`config.mk`:
```
export PLATFORM = sky130hd
export DESIGN_NAME = tx_pulse_scheduler
export DESIGN_NICKNAME = d
export VERILOG_FILES = /design/src/rtl/tx_pulse_scheduler.sv
export SDC_FILE = /design/constraint.sdc
export NUM_CORES = 1
export LEC_CHECK = 0
export CAP_MARGIN = 10
export CELL_PAD_IN_SITES_DETAIL_PLACEMENT = 0
export CELL_PAD_IN_SITES_GLOBAL_PLACEMENT = 2
export CORE_AREA = 4 4 137 139
export CTS_BUF_LIST = sky130_fd_sc_hd__clkbuf_2
export CTS_CLUSTER_SIZE = 28
export DETAILED_ROUTE_END_ITERATION = 10
export DIE_AREA = 0 0 141 143
export PLACE_DENSITY_LB_ADDON = 0.1
export SLEW_MARGIN = 30
export SYNTH_ARGS = -nofsm -noshare
export SYNTH_HDL_FRONTEND = slang
export SYNTH_SLANG_ARGS = --single-unit
```
`constraint.sdc`:
```
create_clock -name clk -period 8.25 [get_ports clk]
set_clock_uncertainty 0.2 [all_clocks]
set_input_delay 1.65 -clock clk [delete_from_list [all_inputs] [get_ports clk]]
set_output_delay 1.65 -clock clk [all_outputs]
set_load 0.01 [all_outputs]
```
`src/rtl/tx_pulse_scheduler.sv`:
```
// rtl/tx_pulse_scheduler.sv - pulsed-Doppler transmit burst and range-gate sequencer
// Optional macro TX_PRF_COUNT_EN adds the prf_count output and the burst_limit input.
module tx_pulse_scheduler #(
  parameter int CNT_W     = 16,
  parameter int BURST_W   = 8,
  parameter int GUARD_MIN = 2
) (
  input  logic               clk,
  input  logic               rst,
  input  logic               enable,
  input  logic [BURST_W-1:0] burst_len,
  input  logic [CNT_W-1:0]   prf_period,
  input  logic [CNT_W-1:0]   rx_delay,
  input  logic [CNT_W-1:0]   rx_len,
  input  logic [1:0]         freq_sel_in,
  output logic               gate,
  output logic [1:0]         freq_sel,
  output logic               rx_gate,
  output logic               prf_tick,
  output logic               busy,
  output logic               cfg_err
`ifdef TX_PRF_COUNT_EN
  ,
  input  logic [CNT_W-1:0]   burst_limit,
  output logic [CNT_W-1:0]   prf_count
`endif
);

  typedef enum logic [2:0] {IDLE, TX, GUARD, RX, HOLD} state_t;

  localparam logic [CNT_W:0]   X_ONE   = (CNT_W+1)'(1);
  localparam logic [CNT_W:0]   X_GUARD = (CNT_W+1)'(GUARD_MIN);
  localparam logic [CNT_W-1:0] T_ONE   = CNT_W'(1);

  state_t             state, state_n;
  logic [CNT_W-1:0]   t, t_n;
  logic [BURST_W-1:0] sh_burst;
  logic [CNT_W-1:0]   sh_prf, sh_rxd, sh_rxl;

  logic [CNT_W:0] in_bl, in_rxd, in_rxl, in_prf, sh_rx_end, t_inc;
  logic           at_end, latch, cfg_ok, load, err_set, run_ok;

`ifdef TX_PRF_COUNT_EN
  logic limit_hit, en_q, limit_stop;
  assign limit_stop = at_end && (burst_limit != '0) && (prf_count >= burst_limit);
  assign run_ok     = !limit_hit && !limit_stop;
`else
  assign run_ok = 1'b1;
`endif

  // All sums are one bit wider than the counters so overflow reads as invalid.
  always_comb begin
    in_bl     = (CNT_W+1)'(burst_len);
    in_rxd    = (CNT_W+1)'(rx_delay);
    in_rxl    = (CNT_W+1)'(rx_len);
    in_prf    = (CNT_W+1)'(prf_period);
    sh_rx_end = (CNT_W+1)'(sh_rxd) + (CNT_W+1)'(sh_rxl);
    t_inc     = (CNT_W+1)'(t) + X_ONE;

    cfg_ok  = (burst_len != '0) && (in_rxd >= in_bl + X_GUARD) && (rx_len != '0) &&
              (in_prf >= in_rxd + in_rxl + X_ONE) && (freq_sel_in != 2'b00);
    at_end  = (state != IDLE) && (t == sh_prf - T_ONE);
    latch   = enable && run_ok && ((state == IDLE) || at_end);
    load    = latch && cfg_ok;
    err_set = latch && !cfg_ok;

    state_n = IDLE;
    t_n     = '0;
    if (load) begin
      state_n = TX;
    end else if ((state != IDLE) && !at_end) begin
      t_n = t + T_ONE;
      if (t_inc < (CNT_W+1)'(sh_burst))
        state_n = TX;
      else if (t_inc < (CNT_W+1)'(sh_rxd))
        state_n = GUARD;
      else if (t_inc < sh_rx_end)
        state_n = RX;
      else
        state_n = HOLD;
    end
  end

  // Outputs are decoded from the next state so they switch on the same edge as the state.
  always_ff @(posedge clk or posedge rst) begin
    if (rst) begin
      state    <= IDLE;
      t        <= '0;
      sh_burst <= '0;
      sh_prf   <= '0;
      sh_rxd   <= '0;
      sh_rxl   <= '0;
      gate     <= 1'b0;
      rx_gate  <= 1'b0;
      prf_tick <= 1'b0;
      busy     <= 1'b0;
      cfg_err  <= 1'b0;
      freq_sel <= 2'b11;
    end else begin
      state <= state_n;
      t     <= t_n;
      if (load) begin
        sh_burst <= burst_len;
        sh_prf   <= prf_period;
        sh_rxd   <= rx_delay;
        sh_rxl   <= rx_len;
        freq_sel <= freq_sel_in;
      end
      gate     <= (state_n == TX);
      rx_gate  <= (state_n == RX);
      prf_tick <= load;
      busy     <= (state_n != IDLE);
      if (!enable)
        cfg_err <= 1'b0;
      else if (err_set)
        cfg_err <= 1'b1;
    end
  end

`ifdef TX_PRF_COUNT_EN
  // A fresh enable rising edge restarts the period count; limit_hit blocks rearming until enable drops.
  always_ff @(posedge clk or posedge rst) begin
    if (rst) begin
      prf_count <= '0;
      limit_hit <= 1'b0;
      en_q      <= 1'b0;
    end else begin
      en_q <= enable;
      if (!enable)
        limit_hit <= 1'b0;
      else if (limit_stop)
        limit_hit <= 1'b1;
      if (load)
        prf_count <= ((state == IDLE) && !en_q) ? T_ONE : prf_count + T_ONE;
    end
  end
`endif

endmodule
```
==> summary.txt, run 1 <==
Yosys
  • Post-synth cell types: 59
  • Register area share after synthesis: 0.296
  • Yosys top cell by area: dfrtp_1
  • Yosys top cell area share: 0.288
  • Asr flop ratio synth: 1.00
  • Post-synth top cells: ha_1 (98), dfrtp_1 (80), inv_1 (45), mux2_4 (45), nor2_1 (37)
  • Syn nets: roughly 860
  • Synth Cell Area: slightly below 0.007 mm²
  • Cells after Synth: between 600 and 700
  • Area contributors post-synth: dfrtp_1 (29%), ha_1 (18%), mux2_4 (9.7%), xor2_1 (4.3%), xnor2_1 (3.4%)
  • Most used DFF post-synth: dfrtp_1
  • Synth Register Bits: between 80 and 90
  • Ys Warns: 0
  • Mean cell area of the mapped netlist: approximately 10 µm²
  • Most numerous cell in the Yosys netlist: ha_1
  • Post-synth EDFFs: 0

Clock tree
  • Root Driver: clkbuf_2
  • Post-CTS Hold Fix Bufs: 0
  • Worst-Skew Late Latency: 510 ps
  • Num CTS Buffers: 9
  • # Post-CTS Setup Buffers: 0
  • Clk pin slew, worst setup/hold paths: ~230 ps
  • CTS tree: built
  • Sink Count: 82
  • Post-CTS sizing: 0
  • Clock Tree Buf Depth: 2
  • H-tree lvl count: 3

Die
  • Initial Utilization: 0.393
  • I/O Pins: 68
  • Die Wd: 141 µm
  • Core box area: roughly 0.018 mm²
  • Die Area: roughly 0.020 mm²
  • Die Span Y: 143 µm
  • # rows: 49

Run status
  • Status: finished clean

Placement
  • Port Buf Inserts: 67
  • Post-Place Setup Slack: 899 ps
  • Placed cell areas: 0.00784 mm²
  • Final HPWL DP: between 15000 and 20000 µm
  • GPL Wtd Cong: around 0.9

Timing
  • Worst Setup Slack, final: approximately 1600 ps
  • Count of final hold-check violations: 0
  • RSZ-0062 raised after global routing: false
  • Fin. max-slew vios: 0
  • Final period util: 0.810
  • Slew @ Worst Pin: 763 ps
  • Setup TNS: 0 ps
  • Peak Freq: ~0.15 GHz
  • Final setup viols: 0
  • Slew HR: 0.491
  • Hold WS: approximately 330 ps
  • Minimum clock period: about 6700 ps

Critical path
  • Worst path cell trace: clkdlybuf4s50_1 > ha_1 > a2111o_1 > o211a_1 > o31a_1 > o31a_1 > o41ai_1 > nor2_1 > a311oi_1 > ha_1 > o22ai_1 > a211oi_1 > o211ai_1 > a21oi_1 > nand3_1 > a41oi_1 > nand3_4 > buf_12 > mux2_1
  • CP arrival: approximately 6900 ps
  • Buf/Inv on CP: 2
  • Slowest stage cell, crit path: clkdlybuf4s50_1
  • FF-to-FF Start: sh_rxd[0]
  • Worst Setup Start Kind: primary input
  • Critical path endpoint category: flop
  • CP peak stage delay: 570 ps
  • Top Family by Delay on Critical Path: compound AO/OA/AOI/OAI gates
  • Data required time of the worst path: approximately 8500 ps
  • Worst Setup Path Type: primary input to flop
  • R2R Path End: state[0]
  • Reg-to-reg setup timing slack: roughly 3900 ps
  • Worst R2R Path Depth: 14
  • Crit path max fanout: 42

GRT
  • Met1 usage: 0.261
  • Largest net degree at the start of global routing: 83
  • Total GRT Usage: 0.189
  • Global route total overflow: 0
  • Busiest grt layer: met2
  • Vias in the first global route: approximately 5500
  • Initial antenna violation count: 1
  • Met2 Use GR: 0.306
  • Met3 usage: 0.0258
  • First-pass GRT wire length: around 29000 µm

Detailed routing
  • Vias/cell: about 5.3
  • Via Count: about 5300
  • Pre-Repair DR Iteration Count: 4
  • DRT antenna net count: 0
  • DR iter-0 viols: about 260
  • Drt wl/cell: approximately 19 µm
  • Number of remaining DRC errors: 0
  • Aggregate routed wire length: between 15000 and 20000 µm

Pwr
  • Sequential share of power: 0.323
  • Leak: 3.84 nW
  • Total power: 2.27 mW
  • Comb pwr share: 0.585
  • Pwr/cell area: 285 mW/mm²
  • Cell-internal power: between 1 and 1.5 mW
  • Switching power: slightly below 1 mW
  • Worst IR drop on VDD: between 0.08 and 0.09 mV
  • Net Sw Frac: 0.425
  • Clock network power share: 0.092

Worst hold path
  • Worst hold start: cfg_err
  • Hold Path Depth: 1
  • Min-delay worst type: flop to flop
  • Hold endpoint: cfg_err

Finish
  • Layout cells sized above 1: 0.102
  • Area growth from synthesis to layout: 14.6%
  • Fin nets: a little over 900
  • Finished Cell Area: between 0.007 and 0.008 mm²

Job
  • Max-cap viol count: 0
## cell families (layout without fill, tap and decap cells)
logic type | after synthesis | in the layout | share of synthesized area
flip-flops | 82 | 82 | 0.296
AND/OR/NAND/NOR | 186 | 186 | 0.147
XOR/XNOR | 61 | 61 | 0.0769
adder cells (fa/ha/maj) | 100 | 100 | 0.182
multiplexers | 60 | 60 | 0.121
buffers and inverters | 61 | 131 | 0.0394
AO/OA/AOI/OAI | 144 | 144 | 0.138
other | 0 | 3 | 0
## metal layers
metal / routed length [µm] / vias up / part of all wire
li1: - / 2666 / -
met4: 515 / 0 / 0.028
met1: 9270 / 2507 / 0.49
met2: 8410 / 83 / 0.45
met3: 531 / 25 / 0.028
met5: 0 / - / 0
## worst max path at each step
stage	start	to	slack, ps	depth (start not counted)
final	rx_len[7]	sh_rxd[8]	1570	19
after global routing	rx_delay[7]	sh_rxd[8]	1170	19
after CTS	rx_len[7]	sh_rxd[8]	1530	19
after detailed placement	rx_len[7]	sh_rxd[8]	900	19
after global placement	rx_len[7]	sh_rxd[8]	1040	19
after floorplan	rx_delay[7]	sh_prf[14]	2540	18
## sequential cells by signal, indices dropped and copies added, names as in the netlist
signal / flops
t: 16
cfg_err: 1
prf_tick: 1
rx_gate: 1
sh_rxd: 16
busy: 1
sh_rxl: 16
freq_sel: 2
gate: 1
sh_prf: 16
state: 3
sh_burst: 8
## power groups by stage
stage	sequential, mW	clock [mW]	combinational [mW]
3_5_place_dp	0.741	0	1.33
2_1_floorplan	0.672	0	1.02
5_1_grt	0.757	0.234	1.50
4_1_cts	0.731	0.223	1.34
3_3_place_gp	0.734	0	1.30
6_report	0.733	0.209	1.33
## stage by stage
step / util / std cells
after floorplan: - / 694
after global placement: 0.444 / 977
after detailed placement: 0.444 / 977
after CTS: 0.450 / 993
after global routing: 0.451 / 994
final: 0.451 / 996
## worst reg2reg max path, delay by kind of cell (launching register included)
kind / cells / cell delay [ps]
fa+ha+maj: 3 / 860
flops: 1 / 470
simple gates: 1 / 340
compound gates: 9 / 2320
xor+xnor: 1 / 130
## layout by cell type, fill, tap and decap left out, types with 12 or more instances in the layout
| master | Yosys | layout |
|---|---|---|
| nor2_1 | 37 | 37 |
| nand3_1 | 19 | 19 |
| dfrtp_1 | 80 | 80 |
| xnor2_1 | 27 | 27 |
| nor4_1 | 14 | 14 |
| o21ai_0 | 33 | 33 |
| ha_1 | 98 | 98 |
| inv_1 | 45 | 44 |
| xor2_1 | 34 | 34 |
| a21o_1 | 12 | 12 |
| clkdlybuf4s50_1 | 0 | 67 |
| nand2_1 | 29 | 29 |
| nor2b_1 | 24 | 24 |
| mux2_4 | 45 | 45 |
| a21oi_1 | 34 | 34 |
## final cells by class
type / count / area [µm²]
clock inverters: 7 / 70.1
clock buffers: 9 / 45.0
diodes: 3 / 7.51
inverters: 45 / 170
flip-flops and latches: 82 / 2050
multi-input cells: 551 / 4620
well taps: 229 / 287
repair buffers: 70 / 709
fillers: 1684 / 9700
Note: power is estimated with default switching activity, not from simulation.
==> run 2: changes to the inputs <==
Settings changed: CORE_AREA 4 4 137 139 to 4 4 146 148, DIE_AREA 0 0 141 143 to 0 0 150 152.
Clock period 8.25 ns to 5.8 ns, I/O delays scaled along.
==> summary.txt, run 2 (same netlist as run 1, synthesis figures left out) <==
GRT
  • Total GRT Usage: 0.177
  • Global route total overflow: 0
  • Largest net degree at the start of global routing: 46
  • Vias in the first global route: between 5000 and 6000
  • Initial antenna violation count: 1
  • First-pass GRT wire length: between 30000 and 40000 µm

Clock tree
  • Num CTS Buffers: 9
  • Clock Tree Buf Depth: 2
  • Root Driver: clkbuf_2
  • CTS tree: built
  • Clk pin slew, worst setup/hold paths: 220 ps
  • Sink Count: just over 80
  • # Post-CTS Setup Buffers: 0
  • Worst-Skew Late Latency: 560 ps
  • H-tree lvl count: 3

Die
  • Die Wd: about 150 µm
  • I/O Pins: about 70
  • Die Area: 0.0228 mm²
  • # rows: 52
  • Core box area: roughly 0.02 mm²
  • Initial Utilization: 0.347
  • Die Span Y: 152 µm

Timing
  • Minimum clock period: approximately 5400 ps
  • Slew @ Worst Pin: roughly 820 ps
  • Hold WS: 347 ps
  • Final period util: 0.939
  • Peak Freq: 0.184 GHz
  • Final setup viols: 0
  • Fin. max-slew vios: 0
  • Slew HR: 0.450
  • RSZ-0062 raised after global routing: false
  • Count of final hold-check violations: 0
  • Worst Setup Slack, final: about 350 ps

Pwr
  • Net Sw Frac: 0.433
  • Leak: between 4 and 5 nW
  • Comb pwr share: 0.593
  • Cell-internal power: approximately 1.8 mW
  • Total power: roughly 3.3 mW
  • Pwr/cell area: 391 mW/mm²
  • Switching power: roughly 1.4 mW
  • Worst IR drop on VDD: 0.0971 mV
  • Clock network power share: 0.081
  • Sequential share of power: 0.326

Critical path
  • CP arrival: around 5700 ps
  • Worst Setup Start Kind: primary input
  • Worst path cell trace: clkdlybuf4s50_1 > ha_1 > nor2b_1 > o21ai_0 > a21oi_1 > o31a_1 > o31a_1 > o41ai_1 > buf_4 > xor2_1 > ha_1 > nand3_1 > nor2_1 > a311oi_1 > o211ai_1 > nand3_1 > a41oi_2 > nand3_4 > buf_12 > mux2_1
  • CP peak stage delay: 460 ps
  • Worst R2R Path Depth: 14
  • Crit path max fanout: 16
  • Critical path endpoint category: flop
  • Data required time of the worst path: 6040 ps
  • Slowest stage cell, crit path: clkdlybuf4s50_1
  • Worst Setup Path Type: primary input to flop

Finish
  • Filler cells: roughly 2000
  • Layout cells sized above 1: 0.152
  • Footprint of the multi-input gates: 0.00463 mm²
  • Fin util: 0.416
  • Area growth from synthesis to layout: 20.0%
  • Sequential Area: about 0.002 mm²
  • Fin nets: approximately 960
  • Most frequent cells in the layout: ha_1 (98), dfrtp_1 (80), clkdlybuf4s50_1 (67), mux2_4 (45), inv_1 (44)
  • Commonest non-fill, non-tap cell in the layout: ha_1

Detailed routing
  • Via Count: between 5000 and 6000
  • Number of remaining DRC errors: 0
  • DRT antenna net count: 0
  • Met1 wire length: approximately 9700 µm
  • DR iter-0 viols: 170
  • Highest Signal Layer: met4
  • DR WL met2: 9180 µm
  • Drt wl/cell: ~18 µm
  • Vias/cell: 5.02
  • Aggregate routed wire length: about 20000 µm
  • Met3 routed WL: 386 µm
  • Pre-Repair DR Iteration Count: 6

Run status
  • Status: finished clean

Placement
  • Post-Place Setup Slack: -795 ps
  • Port Buf Inserts: 67
  • Final HPWL DP: approximately 17000 µm
  • GPL Wtd Cong: 0.878

Worst hold path
  • Hold Path Depth: 1
  • Min-delay worst type: flop to flop

Job
  • Max-cap viol count: 0
-- run 2: layout make-up --
| cell class | instances | area share |
|---|---|---|
| Clock inverter | 5 | 0.00375 |
| Clock buffer | 11 | 0.00660 |
| Antenna cell | 2 | 0.000600 |
| Timing Repair Buffer | 113 | 0.126 |
| Multi-Input combinational cell | 551 | 0.555 |
| Tap cell | 270 | 0.0405 |
| Inverter | 45 | 0.0204 |
| Sequential cell | 82 | 0.246 |
-- run 2: worst max-delay path: cells and delay by family --
family | cells | cell delay, ps
adder cells (fa/ha/maj) | 2 | 570
AO/OA/AOI/OAI | 8 | 2000
AND/OR/NAND/NOR | 5 | 600
multiplexers | 1 | 330
XOR/XNOR | 1 | 170
buffers and inverters | 3 | 840
-- run 2: final timing paths --
check | from | endpoint | slack, ps
max | rx_delay[1] | sh_rxl[1] | 350
min in group asynchronous | rst | prf_tick | 810
max in group asynchronous | rst | freq_sel[0] | 3580
min | sh_rxl[12] | sh_rxl[12] | 350
max reg2reg | sh_rxd[0] | state[0] | 1390
min reg2reg | sh_rxl[12] | sh_rxl[12] | 350
-- run 2: metal layers --
layer / up-vias / global-route usage
li1: 2754 / -
met1: 2584 / 0.244
met2: 58 / 0.290
met3: 19 / 0.0247
met4: 0 / 0.0466
met5: - / 0
-- run 2: through the flow --
| step | TNS (ps) | instances | area (µm²) |
|---|---|---|---|
| 3_5_place_dp | -46690 | 1061 | 8230 |
| 5_1_grt | 0 | 1079 | 8340 |
| 3_3_place_gp | -42630 | 1061 | 8230 |
| 4_1_cts | 0 | 1077 | 8320 |
| 6_report | 0 | 1079 | 8340 |
| 2_1_floorplan | 0 | 694 | 6950 |
-- run 2: what timing repair did --
item,in CTS,in global routing
gates cloned,0,0
pin swaps,0,1
hold buffers,0,0
setup endpoints to repair,59,60
resized for setup,2,4
-- run 2: power groups by stage --
stage / clock network (mW) / logic [mW] / registers [mW]
floorplan: 0 / 1.46 / 0.955
global placement: 0 / 1.90 / 1.07
detailed placement: 0 / 1.94 / 1.08
CTS: 0.277 / 1.96 / 1.06
global route: 0.301 / 2.19 / 1.10
finish: 0.264 / 1.93 / 1.06
==> run 3: changes to the inputs <==
Settings changed: CELL_PAD_IN_SITES_GLOBAL_PLACEMENT 2 to 1, CORE_AREA 4 4 146 148 to 4 4 137 139, DIE_AREA 0 0 150 152 to 0 0 141 143.
==> summary.txt, run 3 (same netlist as run 1, synthesis figures left out) <==
Run status
  • Status: finished clean

Finish
  • Most frequent cells in the layout: ha_1 (98), dfrtp_1 (80), clkdlybuf4s50_1 (67), mux2_4 (45), inv_1 (44)
  • Filler cells: approximately 1700
  • Commonest non-fill, non-tap cell in the layout: ha_1
  • Layout cells sized above 1: 0.145
  • Fin cells: 1032
  • Area growth from synthesis to layout: 18.3%
  • Fin nets: between 900 and 1000

Clock tree
  • Clock Tree Buf Depth: 2
  • Clk pin slew, worst setup/hold paths: 200 ps
  • Post-CTS Hold Fix Bufs: 0
  • H-tree lvl count: 3
  • # Post-CTS Setup Buffers: 0
  • Worst-Skew Late Latency: 560 ps
  • Sink Count: 82
  • Num CTS Buffers: 9
  • Root Driver: clkbuf_2
  • CTS tree: built

Pwr
  • Switching power: between 1 and 1.5 mW
  • Cell-internal power: around 1.8 mW
  • Net Sw Frac: 0.425
  • Pwr/cell area: a little under 400 mW/mm²
  • Worst IR drop on VDD: 0.122 mV
  • Sequential share of power: 0.321
  • Total power: 3.20 mW
  • Clock network power share: 0.078
  • Leak: 4.00 nW
  • Comb pwr share: 0.601

Timing
  • Slew HR: 0.552
  • Minimum clock period: around 5500 ps
  • Peak Freq: roughly 0.18 GHz
  • Final period util: 0.955
  • Final setup viols: 0
  • Slew @ Worst Pin: approximately 670 ps
  • RSZ-0062 raised after global routing: false
  • Fin. max-slew vios: 0
  • Count of final hold-check violations: 0

Placement
  • Final HPWL DP: between 15000 and 20000 µm
  • GPL Wtd Cong: 0.876
  • DP Cell Count: between 1000 and 1500
  • Port Buf Inserts: 67

Detailed routing
  • Number of remaining DRC errors: 0
  • DRT antenna net count: 0
  • Aggregate routed wire length: 18800 µm
  • Drt wl/cell: between 15 and 20 µm
  • Pre-Repair DR Iteration Count: 4
  • DR iter-0 viols: 236
  • Via Count: 5457
  • Vias/cell: 5.29

Critical path
  • R2R Path End: state[0]
  • Critical path launch point: rx_delay[0]
  • Worst R2R Path Depth: 14
  • Worst Setup Start Kind: primary input
  • Worst Setup Path Type: primary input to flop
  • Data required time of the worst path: 6060 ps
  • FF-to-FF Start: sh_rxd[0]
  • CP Capture Point: sh_rxl[1]
  • Reg-to-reg setup timing slack: about 1500 ps
  • Crit path max fanout: 27
  • CP arrival: 5800 ps
  • Critical path endpoint category: flop

GRT
  • Initial antenna violation count: 1
  • Vias in the first global route: ~5700
  • Largest net degree at the start of global routing: 47
  • First-pass GRT wire length: between 30000 and 40000 µm
  • Global route total overflow: 0
  • Total GRT Usage: 0.192

Die
  • Die Span Y: approximately 140 µm
  • Die Area: slightly above 0.02 mm²
  • # rows: 49
  • Core box area: roughly 0.018 mm²
  • Die Wd: between 100 and 150 µm
  • I/O Pins: 68
  • Initial Utilization: 0.393

Worst hold path
  • Min-delay worst type: flop to flop

Job
  • Max-cap viol count: 0
## run 3: metal layers
| layer | vias up | global-route usage | share of wire | wire (µm) |
|---|---|---|---|---|
| li1 | 2735 | - | - | - |
| met1 | 2608 | 0.263 | 0.48 | 9060 |
| met2 | 92 | 0.317 | 0.46 | 8730 |
| met3 | 22 | 0.0305 | 0.034 | 632 |
| met4 | 0 | 0.0556 | 0.020 | 371 |
| met5 | - | 0 | 0 | 0 |
## run 3: repair_timing
| item | in CTS | in global routing |
|---|---|---|
| hold endpoints to repair | 0 | 0 |
| resized for setup | 0 | 3 |
| endpoints found under the setup margin | 0 | 62 |
## run 3: area by class of cell
class	instances	area (µm²)	area share
multi-input cells	551	4620	0.563
well taps	229	287	0.0349
diodes	2	5.00	0.000609
flip-flops and latches	82	2050	0.250
inverters	45	170	0.0207
clock buffers	10	50.0	0.00609
clock inverters	6	33.8	0.00411
repair buffers	107	996	0.121
## run 3: stage by stage
step	utilization	hold WS (ps)	setup WS [ps]	cell area (µm²)	TNS, ps
after global placement	0.460	275	-521	8130	-28690
after floorplan	-	268	578	6950	0
after global routing	0.465	364	62.7	8220	0
after detailed placement	0.460	280	-622	8130	-34440
final	0.466	315	259	8220	0
after CTS	0.465	322	15.3	8210	0
## run 3: critical path, stage by stage
cell	delay, ps
clkdlybuf4s50_1	490
inv_1	60
ha_1	230
fa_1	410
nor2b_1	180
o31a_1	180
o21ai_0	140
o21ai_0	290
buf_4	180
a21o_1	100
a21oi_1	70
xor2_1	200
ha_1	290
a21oi_1	190
o21ai_1	160
a2111oi_2	310
o211ai_1	150
nand3_1	90
a41oi_1	50
buf_4	170
nand3_4	120
buf_12	230
mux2_1	340
## run 3: power groups by stage
stage                     logic (mW)  registers, mW  clock network, mW
after floorplan                 1.46          0.955                  0
after global placement          1.87           1.04                  0
after detailed placement        1.92           1.04                  0
after CTS                       1.93           1.03              0.262
after global routing            2.17           1.06              0.283
final                           1.92           1.03              0.249
## run 3: worst min-delay path by stage
stage	start	to	slack (ps)	depth (start not counted)
2_1_floorplan	sh_rxl[12]	sh_rxl[12]	270	1
3_3_place_gp	cfg_err	cfg_err	280	1
3_5_place_dp	cfg_err	cfg_err	280	1
4_1_cts	cfg_err	cfg_err	320	1
5_1_grt	sh_rxl[13]	sh_rxl[13]	360	1
6_report	cfg_err	cfg_err	320	1
